<file path="config.mk">
export PLATFORM = sky130hd
export DESIGN_NAME = instr_sequencer
export DESIGN_NICKNAME = d
export VERILOG_FILES = /design/src/rtl/instr_sequencer_pkg.sv /design/src/rtl/instr_sequencer_opcode_decode.sv /design/src/rtl/instr_sequencer.sv
export SDC_FILE = /design/constraint.sdc
export NUM_CORES = 1
export LEC_CHECK = 0
export CAP_MARGIN = 0
export CORE_ASPECT_RATIO = 0.75
export CORE_UTILIZATION = 45
export DETAILED_ROUTE_END_ITERATION = 6
export DONT_BUFFER_PORTS = 1
export PLACE_DENSITY = 0.7
export SLEW_MARGIN = 20
export SYNTH_ARGS = -nofsm -noshare
export SYNTH_HDL_FRONTEND = slang
export SYNTH_SLANG_ARGS = --single-unit
</file>
<file path="constraint.sdc">
create_clock -name clk -period 4.42 [get_ports clk]
set_clock_uncertainty 0.1 [all_clocks]
set_input_delay 0.884 -clock clk [delete_from_list [all_inputs] [get_ports clk]]
set_output_delay 0.884 -clock clk [all_outputs]
set_load 0.02 [all_outputs]
</file>
<file path="src/rtl/instr_sequencer_pkg.sv">
`default_nettype none
// ============================================================================
// instr_sequencer_pkg : ISA constants, state encoding and flag helper.
// Revision: 1.0
// ============================================================================
package instr_sequencer_pkg;

  localparam int unsigned ISA_FLAGS_W = 6;

  typedef enum logic [1:0] {
    S_FETCH_OP  = 2'd0,
    S_FETCH_ARG = 2'd1,
    S_EXEC      = 2'd2,
    S_HALT      = 2'd3
  } state_t;

  localparam logic [7:0] OP_NOP  = 8'h00;
  localparam logic [7:0] OP_LDI  = 8'h01;
  localparam logic [7:0] OP_MOV  = 8'h02;
  localparam logic [7:0] OP_ADD  = 8'h03;
  localparam logic [7:0] OP_ADDI = 8'h04;
  localparam logic [7:0] OP_SUB  = 8'h05;
  localparam logic [7:0] OP_AND  = 8'h06;
  localparam logic [7:0] OP_OR   = 8'h07;
  localparam logic [7:0] OP_XOR  = 8'h08;
  localparam logic [7:0] OP_JMP  = 8'h09;
  localparam logic [7:0] OP_HALT = 8'hFF;

  localparam int unsigned FLAG_ZSRC_HI  = 0;
  localparam int unsigned FLAG_ZSRC_LO  = 1;
  localparam int unsigned FLAG_B_FROM_Y = 2;
  localparam int unsigned FLAG_Z_WR     = 3;
  localparam int unsigned FLAG_X_RD     = 4;
  localparam int unsigned FLAG_Y_RD     = 5;

  localparam logic [1:0] ZSRC_NONE   = 2'd0;
  localparam logic [1:0] ZSRC_I2     = 2'd1;
  localparam logic [1:0] ZSRC_X      = 2'd2;
  localparam logic [1:0] ZSRC_RESULT = 2'd3;

  localparam logic [2:0] ALU_ADD = 3'd0;
  localparam logic [2:0] ALU_SUB = 3'd1;
  localparam logic [2:0] ALU_AND = 3'd2;
  localparam logic [2:0] ALU_OR  = 3'd3;
  localparam logic [2:0] ALU_XOR = 3'd4;

  // Index 0 of the result is the MSB of the z-source field.
  function automatic logic [0:ISA_FLAGS_W-1] mk_flags(
    input logic [1:0] zsrc,
    input logic       b_from_y,
    input logic       z_wr,
    input logic       x_rd,
    input logic       y_rd
  );
    return {zsrc, b_from_y, z_wr, x_rd, y_rd};
  endfunction

endpackage
`default_nettype wire

</file>
<file path="src/rtl/instr_sequencer_opcode_decode.sv">
`default_nettype none
// ============================================================================
// instr_sequencer_opcode_decode : combinational opcode -> control decode.
// Revision: 1.0
// ============================================================================
module instr_sequencer_opcode_decode
  import instr_sequencer_pkg::*;
(
  input  logic [7:0]               opcode_i,
  output logic [1:0]               argc_o,
  output logic [0:ISA_FLAGS_W-1]   flags_o,
  output logic [2:0]               alu_op_o,
  output logic                     is_jmp_o,
  output logic                     is_halt_o,
  output logic                     illegal_o
);

  always_comb begin
    argc_o    = 2'd0;
    flags_o   = '0;
    alu_op_o  = ALU_ADD;
    is_jmp_o  = 1'b0;
    is_halt_o = 1'b0;
    illegal_o = 1'b0;
    case (opcode_i)
      OP_NOP:  ;
      OP_LDI: begin
        argc_o  = 2'd2;
        flags_o = mk_flags(ZSRC_I2, 1'b0, 1'b1, 1'b0, 1'b0);
      end
      OP_MOV: begin
        argc_o  = 2'd2;
        flags_o = mk_flags(ZSRC_X, 1'b0, 1'b1, 1'b1, 1'b0);
      end
      OP_ADD, OP_SUB, OP_AND, OP_OR, OP_XOR: begin
        argc_o  = 2'd3;
        flags_o = mk_flags(ZSRC_RESULT, 1'b1, 1'b1, 1'b1, 1'b1);
        case (opcode_i)
          OP_SUB:  alu_op_o = ALU_SUB;
          OP_AND:  alu_op_o = ALU_AND;
          OP_OR:   alu_op_o = ALU_OR;
          OP_XOR:  alu_op_o = ALU_XOR;
          default: alu_op_o = ALU_ADD;
        endcase
      end
      OP_ADDI: begin
        argc_o  = 2'd3;
        flags_o = mk_flags(ZSRC_RESULT, 1'b0, 1'b1, 1'b1, 1'b0);
      end
      OP_JMP: begin
        argc_o   = 2'd1;
        is_jmp_o = 1'b1;
      end
      OP_HALT: is_halt_o = 1'b1;
      default: illegal_o = 1'b1;
    endcase
  end

endmodule
`default_nettype wire

</file>
<file path="src/rtl/instr_sequencer.sv">
`default_nettype none
// ============================================================================
// instr_sequencer : fetch/decode sequencer driving the datapath router.
// Revision: 1.0
// ============================================================================
module instr_sequencer
  import instr_sequencer_pkg::*;
#(
  parameter int W       = 8,
  parameter int AW      = 8,
  parameter int FLAGS_W = 6
) (
  input  logic                 clk,
  input  logic                 rst_n,
  output logic [AW-1:0]        mem_addr,
  output logic                 mem_rd,
  input  logic [W-1:0]         mem_data,
  input  logic                 mem_ready,
  output logic [0:FLAGS_W-1]   flags,
  output logic [W-1:0]         i1,
  output logic [W-1:0]         i2,
  output logic [W-1:0]         i3,
  output logic [2:0]           alu_op,
  output logic                 exec_valid,
  output logic                 halted,
  output logic                 illegal
);

  state_t               state_q;
  logic [AW-1:0]        pc_q;
  logic [7:0]           opcode_q;
  logic [1:0]           arg_idx_q;
  logic [W-1:0]         i1_q, i2_q, i3_q;
  logic [0:FLAGS_W-1]   flags_q;
  logic [2:0]           alu_op_q;
  logic                 exec_valid_q, halted_q, illegal_q;

  logic [7:0]               dec_opcode;
  logic [1:0]               dec_argc;
  logic [0:ISA_FLAGS_W-1]   dec_flags;
  logic [2:0]               dec_alu_op;
  logic                     dec_is_jmp, dec_is_halt, dec_illegal;
  logic                     enter_exec;

  // The opcode byte is decoded straight off the bus so a zero-argument
  // instruction can enter EXEC on the same edge that fetched it.
  assign dec_opcode = (state_q == S_FETCH_OP) ? mem_data[7:0] : opcode_q;

  instr_sequencer_opcode_decode u_decode (
    .opcode_i  (dec_opcode),
    .argc_o    (dec_argc),
    .flags_o   (dec_flags),
    .alu_op_o  (dec_alu_op),
    .is_jmp_o  (dec_is_jmp),
    .is_halt_o (dec_is_halt),
    .illegal_o (dec_illegal)
  );

  always_comb begin
    enter_exec = 1'b0;
    if (mem_ready) begin
      if (state_q == S_FETCH_OP)
        enter_exec = (dec_argc == 2'd0);
      else if (state_q == S_FETCH_ARG)
        enter_exec = (arg_idx_q == (dec_argc - 2'd1));
    end
  end

  always_ff @(posedge clk or negedge rst_n) begin
    if (!rst_n) begin
      state_q      <= S_FETCH_OP;
      pc_q         <= '0;
      opcode_q     <= '0;
      arg_idx_q    <= '0;
      i1_q         <= '0;
      i2_q         <= '0;
      i3_q         <= '0;
      flags_q      <= '0;
      alu_op_q     <= '0;
      exec_valid_q <= 1'b0;
      halted_q     <= 1'b0;
      illegal_q    <= 1'b0;
    end else begin
      case (state_q)
        S_FETCH_OP: begin
          if (mem_ready) begin
            opcode_q  <= mem_data[7:0];
            i1_q      <= '0;
            i2_q      <= '0;
            i3_q      <= '0;
            pc_q      <= pc_q + 1'b1;
            arg_idx_q <= '0;
            state_q   <= (dec_argc == 2'd0) ? S_EXEC : S_FETCH_ARG;
          end
        end
        S_FETCH_ARG: begin
          if (mem_ready) begin
            case (arg_idx_q)
              2'd0:    i1_q <= mem_data;
              2'd1:    i2_q <= mem_data;
              default: i3_q <= mem_data;
            endcase
            pc_q <= pc_q + 1'b1;
            if (enter_exec) state_q   <= S_EXEC;
            else            arg_idx_q <= arg_idx_q + 2'd1;
          end
        end
        S_EXEC: begin
          flags_q      <= '0;
          alu_op_q     <= '0;
          exec_valid_q <= 1'b0;
          if (dec_is_jmp) pc_q <= AW'(i1_q);
          if (dec_is_halt || dec_illegal) begin
            state_q  <= S_HALT;
            halted_q <= 1'b1;
          end else begin
            state_q  <= S_FETCH_OP;
          end
        end
        default: ;
      endcase

      if (enter_exec) begin
        flags_q      <= FLAGS_W'(dec_flags);
        alu_op_q     <= dec_alu_op;
        exec_valid_q <= 1'b1;
        illegal_q    <= illegal_q | dec_illegal;
      end
    end
  end

  assign mem_rd     = rst_n && ((state_q == S_FETCH_OP) || (state_q == S_FETCH_ARG));
  assign mem_addr   = pc_q;
  assign flags      = flags_q;
  assign i1         = i1_q;
  assign i2         = i2_q;
  assign i3         = i3_q;
  assign alu_op     = alu_op_q;
  assign exec_valid = exec_valid_q;
  assign halted     = halted_q;
  assign illegal    = illegal_q;

endmodule
`default_nettype wire

</file>
==> insert_results.sql, run 1 <==
INSERT INTO impl_metrics (metric_group, metric, value, unit) VALUES
('outcome', 'run_status', 'finished, final reports clean', ''),
('placed_design', 'placement.setup.worst_slack', '382.6', 'ps'),
('power_and_ir_drop', 'cellPowerDensity', '701.8', 'nW/um2'),
('die', 'chipWidth', '93.45', 'um'),
('route', 'detailed_route_wire_length', '6.532', 'mm'),
('cells_and_area', 'fraction_of_final_layout_cells_with_drive_strength_greater_than_1', '11.34', '%'),
('cts', 'cts_sinks', '54', ''),
('logic_synthesis', 'netlist_instances', '296', ''),
('die', 'row_count', '24', ''),
('global_routing', 'grt_antenna_before_repair', '0', ''),
('route', 'route.detailed.vias_per_inst', '5.808', ''),
('worst_setup_path', 'timing.reg2reg.worst_path_depth', '14', ''),
('logic_synthesis', 'yosys_warnings', '0', ''),
('timing', 'timing.fmax', '252.6', 'MHz'),
('cts', 'root_buffer', 'clkbuf_8', ''),
('worst_setup_path', 'crit_path_cell_trace', 'inv_1 > ha_2 > mux2_2 > nand2b_1 > and2_0 > o21ai_0 > ha_1 > xnor2_1 > or3_1 > nor3b_1 > mux2_4 > or2_1 > buf_4 > mux2i_1', ''),
('flow_run', 'max_cap_violations', '0', ''),
('cts', 'numCtsBuffers', '5', ''),
('timing', 'finalWorstSetupSlack', '461.0', 'ps'),
('worst_setup_path', 'critPathArrivalTime', '4100', 'ps'),
('worst_setup_path', 'timing.setup.critical_path_class', 'register to register', ''),
('worst_setup_path', 'timing.critical_path.slowest_stage_cell', 'dfrtp_1', ''),
('timing', 'tns', '0', 'ps'),
('route', 'dr_total_vias', '2143', ''),
('worst_setup_path', 'crit_family', 'simple AND/OR/NAND/NOR gates', ''),
('timing', 'final-max-slew-violation-count', '0', ''),
('route', 'ant_nets', '0', ''),
('die', 'start_util', '47.72', '%'),
('die', 'floorplan.die.height', '70.59', 'um'),
('worst_setup_path', 'worstPathRequired', '4560', 'ps'),
('global_routing', 'grt_use_total', '21.87', '%'),
('cts', 'cts_tree', 'done', ''),
('timing', 'hold_viol_final', '0', ''),
('global_routing', 'grt_overflow_total', '0', ''),
('timing', 'rsz0062_at_grt', 'false', ''),
('global_routing', 'grt_start_max_net_pins', '56', ''),
('logic_synthesis', 'syn-mean-instance-area', '9.536', 'um2'),
('placed_design', 'globalplace.congestion', '0.8836', ''),
('route', 'detail_route.wl_per_cell', '17.70', 'um'),
('logic_synthesis', 'post_syn_area', '2823', 'um2'),
('timing', 'final.min_clock_period', '3959', 'ps'),
('worst_setup_path', 'critPathLaunchType', 'register', ''),
('global_routing', 'grt_pass1_wl', '11.14', 'mm'),
('placed_design', 'post_dp_cell_area', '2845', 'um2'),
('cts', 'htree_levels', '2', ''),
('route', 'route.detailed.drc', '0', ''),
('logic_synthesis', 'synth_cell_types', '45', ''),
('logic_synthesis', 'synth.net_count', '315', ''),
('worst_setup_path', 'critical_path.max_fanout', '14', ''),
('die', 'top_level_ports', '56', ''),
('worst_setup_path', 'crit_buf_inv', '2', ''),
('route', 'dr.first_iter.drc_count', '144', ''),
('timing', 'worst_slew_pin_slew', '988.9', 'ps'),
('power_and_ir_drop', 'leakagePower', '1.234', 'nW'),
('route', 'firstDrtPassIters', '4', ''),
('worst_setup_path', 'timing.critical_path.to_type', 'register', ''),
('cells_and_area', 'nets', '309', ''),
('worst_setup_path', 'worst_r2r_endpoint', 'flags[1]$_DFFE_PN0P_', ''),
('cts', 'max-clock-path-buffers', '2', ''),
('cells_and_area', 'area_growth_syn_to_layout', '4.344', '%'),
('timing', 'min_period_over_period', '89.57', '%'),
('timing', 'final_setup_vio_count', '0', ''),
('worst_setup_path', 'crit_path_max_cell_delay', '430', 'ps'),
('cells_and_area', 'most_used_cells_in_the_layout_excluding_fill_and_tap_cells', 'nand2_1 (54), dfrtp_1 (54), o21ai_0 (20), o21ai_1 (17), nor2_1 (16)', ''),
('cts', 'clkSlewWorstSetupHoldPaths', '100', 'ps'),
('power_and_ir_drop', 'finalPower', '0.002067', 'W'),
('cells_and_area', 'postLayoutCellArea', '2945', 'um2'),
('timing', 'relSlewSlack', '33.63', '%'),
('logic_synthesis', 'synth_seq_area_share', '47.87', '%'),
('die', 'floorplan.die_area', '6597', 'um2'),
('min_path', 'hp-class', 'primary input to async pin', ''),
('cells_and_area', 'antenna_cells_inserted', '0', ''),
('worst_setup_path', 'regToRegSetupSlack', '460', 'ps'),
('cts', 'worstSkewPairLatency', '310', 'ps'),
('logic_synthesis', 'ys_ff_latch', '54', ''),
('die', 'coreArea', '5916', 'um2'),
('power_and_ir_drop', 'ir_worst_vdd', '0.0002764', 'V'),
('global_routing', 'grt_pass1_vias', '2067', ''),
('placed_design', 'count_of_buffers_from_port_buffering', '0', ''),
('placed_design', 'place_hpwl', '4.849', 'mm'),
('worst_setup_path', 'worstReg2RegStart', 'state_q[0]$_DFFE_PN0P_', '');
## worst register-to-register path, stage by stage, from the launching register on
cell and delay (ps):
dfrtp_1 430, inv_1 120, ha_2 350, mux2_2 420
nand2b_1 190, and2_0 160, o21ai_0 260, ha_1 310
xnor2_1 120, or3_1 410, nor3b_1 230, mux2_4 200
or2_1 190, buf_4 220, mux2i_1 210
## logic make-up (layout without fill, tap and decap cells)
logic type                 after synthesis  after routing  share of synthesized area, %
xor gates and xnor gates                 1              1                        0.3103
AOI/OAI and AO/OA                       72             72                         15.69
DFF                                     54             54                         47.87
buffers and inverters                   22             17                         4.122
muxes                                   25             25                         9.619
adders and majority gates                8              8                         3.546
and+or+nand+nor                        114            114                         18.84
## routing by layer
metal	vias to the layer above	share of wire, %	GRT usage [%]
met5	-	0	0
met4	0	0.67	4.786
met3	5	10	8.172
met2	78	41	29.98
met1	1020	48	32.82
li1	1040	-	-
## layout make-up
class / count / area [um2]
fill: 565 / 2970
multi-input combinational: 220 / 1361
sequential: 54 / 1351
tap: 78 / 97.59
clock buffer: 5 / 68.82
inverter: 7 / 26.28
clock inverter: 3 / 25.02
timing repair buffer: 2 / 15.01
## worst max-delay path by stage
stage                        endpoint  cells after the start              startpoint
2_1_floorplan  state_q[1]$_DFFE_PN0P_                     15  state_q[0]$_DFFE_PN0P_
3_3_place_gp   state_q[1]$_DFFE_PN0P_                     12  state_q[0]$_DFFE_PN0P_
3_5_place_dp     flags[1]$_DFFE_PN0P_                     14  state_q[0]$_DFFE_PN0P_
4_1_cts          flags[1]$_DFFE_PN0P_                     14  state_q[0]$_DFFE_PN0P_
5_1_grt          flags[1]$_DFFE_PN0P_                     14  state_q[0]$_DFFE_PN0P_
6_report         flags[1]$_DFFE_PN0P_                     14  state_q[0]$_DFFE_PN0P_
## repair_timing
action | 4_1_cts | 5_1_grt
buffers inserted | 0 | 0
gates resized for setup | 0 | 2
setup endpoints to repair | 0 | 5
hold buffers | 0 | 0
## flip-flops by register name (all words and copies together) (netlist names)
signal      flops
i1              8
i2              8
i3              8
mem_addr        8
opcode_q        8
flags           4
alu_op          3
arg_idx_q       2
state_q         2
exec_valid      1
halted          1
illegal         1
## where the power goes
group | switching (W) | total [W] | internal, W
registers | 0.000325 | 0.000980 | 0.000656
logic | 0.000467 | 0.000794 | 0.000327
clock network | 0.000178 | 0.000292 | 0.000115
total | 0.000969 | 0.00207 | 0.00110
## cell usage after synthesis
master,count,share of area [%]
a221o_1,3,1.1
a221oi_1,1,0.31
mux2_4,1,0.53
o21ai_1,17,3.0
and3_1,3,0.66
mux2i_1,11,3.9
o21ai_0,20,3.5
a21oi_1,9,1.6
nand3b_1,1,0.27
buf_6,3,1.2
a22o_2,1,0.35
nor3b_1,1,0.27
nand4_1,6,1.3
nand3_1,13,2.3
mux2_2,12,4.8
nor2_1,16,2.1
buf_4,3,0.80
nand2_1,54,7.2
o22ai_1,4,0.89
o311ai_1,1,0.31
mux2_1,1,0.40
a21o_1,2,0.53
o31ai_1,1,0.27
and2_1,3,0.66
a31o_2,2,0.62
nor4_2,1,0.44
nand2_2,1,0.22
nand2b_1,2,0.44
nor2b_1,2,0.44
or2_1,2,0.44
and2_0,1,0.22
dfrtp_1,54,48
a31oi_1,2,0.44
o211ai_1,5,1.3
ha_1,8,3.5
o21ai_2,1,0.31
clkbuf_1,9,1.2
or3_1,3,0.66
nor3_1,4,0.71
xnor2_1,1,0.31
inv_1,7,0.93
o211ai_2,1,0.44
a41o_1,1,0.35
a31o_1,1,0.31
nor3b_2,1,0.44
## metrics by stage
stage / utilization [%] / hold slack, ps / std cells
4_1_cts: 49.68 / 139.3 / 369
3_3_place_gp: 48.10 / 422.7 / 361
3_5_place_dp: 48.10 / 427.4 / 361
6_report: 49.79 / 147.9 / 369
5_1_grt: 49.79 / 131.2 / 369
2_1_floorplan: - / 399.1 / 296
No activity file was read; power rests on OpenSTA's default activity.
==> run 2: changes to the inputs <==
- CORE_UTILIZATION: 45 -> 53
- GPL_TIMING_DRIVEN: default -> 0
- PLACE_DENSITY: 0.7 -> 0.78
==> insert_results.sql, run 2 (synthesized netlist as in run 1, its figures left out) <==
INSERT INTO impl_metrics (metric_group, metric, value, unit) VALUES
('outcome', 'run_status', 'finished, final reports clean', ''),
('timing', 'hold_viol_final', '0', ''),
('cts', 'max-clock-path-buffers', '2', ''),
('cells_and_area', 'nets', '322', ''),
('cts', 'numCtsBuffers', '5', ''),
('worst_setup_path', 'crit_path_cell_trace', 'inv_1 > ha_1 > buf_6 > buf_4 > mux2_2 > nand2b_1 > and2_0 > o21ai_0 > ha_1 > xnor2_1 > or3_1 > o31ai_1 > or2_1 > buf_6 > mux2i_1', ''),
('route', 'ant_nets', '0', ''),
('power_and_ir_drop', 'finalPower', '0.002207', 'W'),
('worst_setup_path', 'timing.critical_path.to_type', 'register', ''),
('cts', 'clkSlewWorstSetupHoldPaths', '100', 'ps'),
('worst_setup_path', 'critical_path.max_fanout', '10', ''),
('global_routing', 'grt_pass1_vias', '2156', ''),
('cells_and_area', 'finish.utilization', '60.89', '%'),
('power_and_ir_drop', 'cellPowerDensity', '723.4', 'nW/um2'),
('worst_setup_path', 'crit_path_max_cell_delay', '420', 'ps'),
('die', 'row_count', '22', ''),
('cells_and_area', 'area_growth_syn_to_layout', '8.068', '%'),
('cells_and_area', 'fraction_of_final_layout_cells_with_drive_strength_greater_than_1', '11.51', '%'),
('worst_setup_path', 'timing.critical_path.slowest_stage_cell', 'dfrtp_1', ''),
('cts', 'htree_levels', '2', ''),
('route', 'route.detailed.vias_per_inst', '5.926', ''),
('placed_design', 'place_hpwl', '4.784', 'mm'),
('cts', 'ctsHoldBuffers', '0', ''),
('timing', 'final-max-slew-violation-count', '0', ''),
('timing', 'rsz0062_at_grt', 'false', ''),
('timing', 'final.min_clock_period', '4049', 'ps'),
('worst_setup_path', 'crit_family', 'simple AND/OR/NAND/NOR gates', ''),
('global_routing', 'grt_use_total', '24.34', '%'),
('worst_setup_path', 'critPathArrivalTime', '4180', 'ps'),
('die', 'start_util', '56.34', '%'),
('cts', 'cts_resized', '0', ''),
('power_and_ir_drop', 'leakagePower', '1.293', 'nW'),
('cts', 'cts_sinks', '54', ''),
('global_routing', 'grt_pass1_wl', '10.55', 'mm'),
('timing', 'worst_slew_pin_slew', '614.3', 'ps'),
('route', 'firstDrtPassIters', '4', ''),
('min_path', 'hp-class', 'primary input to async pin', ''),
('route', 'dr_total_vias', '2228', ''),
('cts', 'worstSkewPairLatency', '320', 'ps'),
('die', 'coreArea', '5010', 'um2'),
('worst_setup_path', 'timing.setup.critical_path_class', 'register to register', ''),
('timing', 'tns', '0', 'ps'),
('die', 'top_level_ports', '56', ''),
('timing', 'final_setup_vio_count', '0', ''),
('worst_setup_path', 'worstPathRequired', '4550', 'ps'),
('route', 'dr.first_iter.drc_count', '146', ''),
('route', 'route.detailed.drc', '0', ''),
('die', 'floorplan.die_area', '5625', 'um2'),
('route', 'detailed_route_wire_length', '6.531', 'mm'),
('timing', 'relSlewSlack', '57.88', '%'),
('die', 'chipWidth', '86.27', 'um'),
('global_routing', 'grt_start_max_net_pins', '56', ''),
('worst_setup_path', 'crit_buf_inv', '4', ''),
('power_and_ir_drop', 'ir_worst_vdd', '0.0003623', 'V'),
('placed_design', 'globalplace.congestion', '0.8702', ''),
('placed_design', 'count_of_buffers_from_port_buffering', '0', ''),
('global_routing', 'grt_overflow_total', '0', ''),
('worst_setup_path', 'critPathLaunchType', 'register', ''),
('timing', 'timing.fmax', '247.0', 'MHz'),
('cells_and_area', 'antenna_cells_inserted', '0', ''),
('cts', 'post-cts-setup-buffer-count', '0', ''),
('cts', 'root_buffer', 'clkbuf_8', ''),
('cts', 'cts_tree', 'done', ''),
('die', 'floorplan.die.height', '65.20', 'um'),
('global_routing', 'grt_antenna_before_repair', '0', ''),
('flow_run', 'max_cap_violations', '0', ''),
('route', 'detail_route.wl_per_cell', '17.37', 'um'),
('cells_and_area', 'most_used_cells_in_the_layout_excluding_fill_and_tap_cells', 'nand2_1 (54), dfrtp_1 (54), o21ai_0 (20), o21ai_1 (17), nor2_1 (16)', ''),
('timing', 'min_period_over_period', '91.60', '%');
==> run 2: changes by cell type in the layout (fill, tap and decap cells not counted) <==
cell	previous run	this run
clkbuf_1	0	9
buf_6	0	3
bufinv_16	0	2
buf_4	2	3
clkinvlp_4	1	0
ha_1	7	8
ha_2	1	0
inv_6	1	0
mux2i_1	10	11
mux2i_2	1	0
==> run 2: path summary, 6_finish.rpt <==
kind,cells after the start,end,slack [ps],startpoint
setup / recovery,15,flags[2]$_DFFE_PN0P_,370,state_q[0]$_DFFE_PN0P_
hold / removal,0,opcode_q[2]$_DFFE_PN0P_,150,rst_n
setup reg to reg,15,flags[2]$_DFFE_PN0P_,370,state_q[0]$_DFFE_PN0P_
hold reg to reg,1,opcode_q[5]$_DFFE_PN0P_,450,opcode_q[5]$_DFFE_PN0P_
max in group asynchronous,0,i1[1]$_DFFE_PN0P_,3980,rst_n
min in group clk,1,opcode_q[5]$_DFFE_PN0P_,450,opcode_q[5]$_DFFE_PN0P_
==> run 2: per-stage QoR <==
step                      setup slack, ps  hold WS, ps  cells  area [um2]
after CTS                           377.0        144.5    376        3050
final                               371.1        148.6    376        3050
after global placement              445.1        420.0    368        2913
after floorplan                     806.2        399.1    296        2823
after detailed placement            400.1        428.6    368        2913
after global routing                108.8        133.5    376        3050
==> run 2: metal layers <==
metal | up-vias | wire length [um] | track usage, %
li1 | 1067 | - | -
met1 | 1064 | 3088 | 34.31
met2 | 93 | 2789 | 37.20
met3 | 4 | 619 | 8.166
met4 | 0 | 34 | 3.750
met5 | - | 0 | 0
==> run 2: area by class of cell <==
cell class	instances	area (um2)
Clock buffer	5	68.82
Tap cell	72	90.09
Multi-Input combinational cell	220	1355
Clock inverter	3	68.82
Inverter	7	26.28
Sequential cell	54	1351
Buffer	15	90.09
Fill cell	448	1959
==> run 2: where the power goes <==
group          switching (W)  total (W)  leakage (nW)  internal [W]
Combinational       0.000499   0.000841         0.521      0.000342
Clock               0.000168   0.000394        0.0683      0.000227
Sequential          0.000315   0.000971         0.704      0.000656
Total               0.000982    0.00221          1.29       0.00123
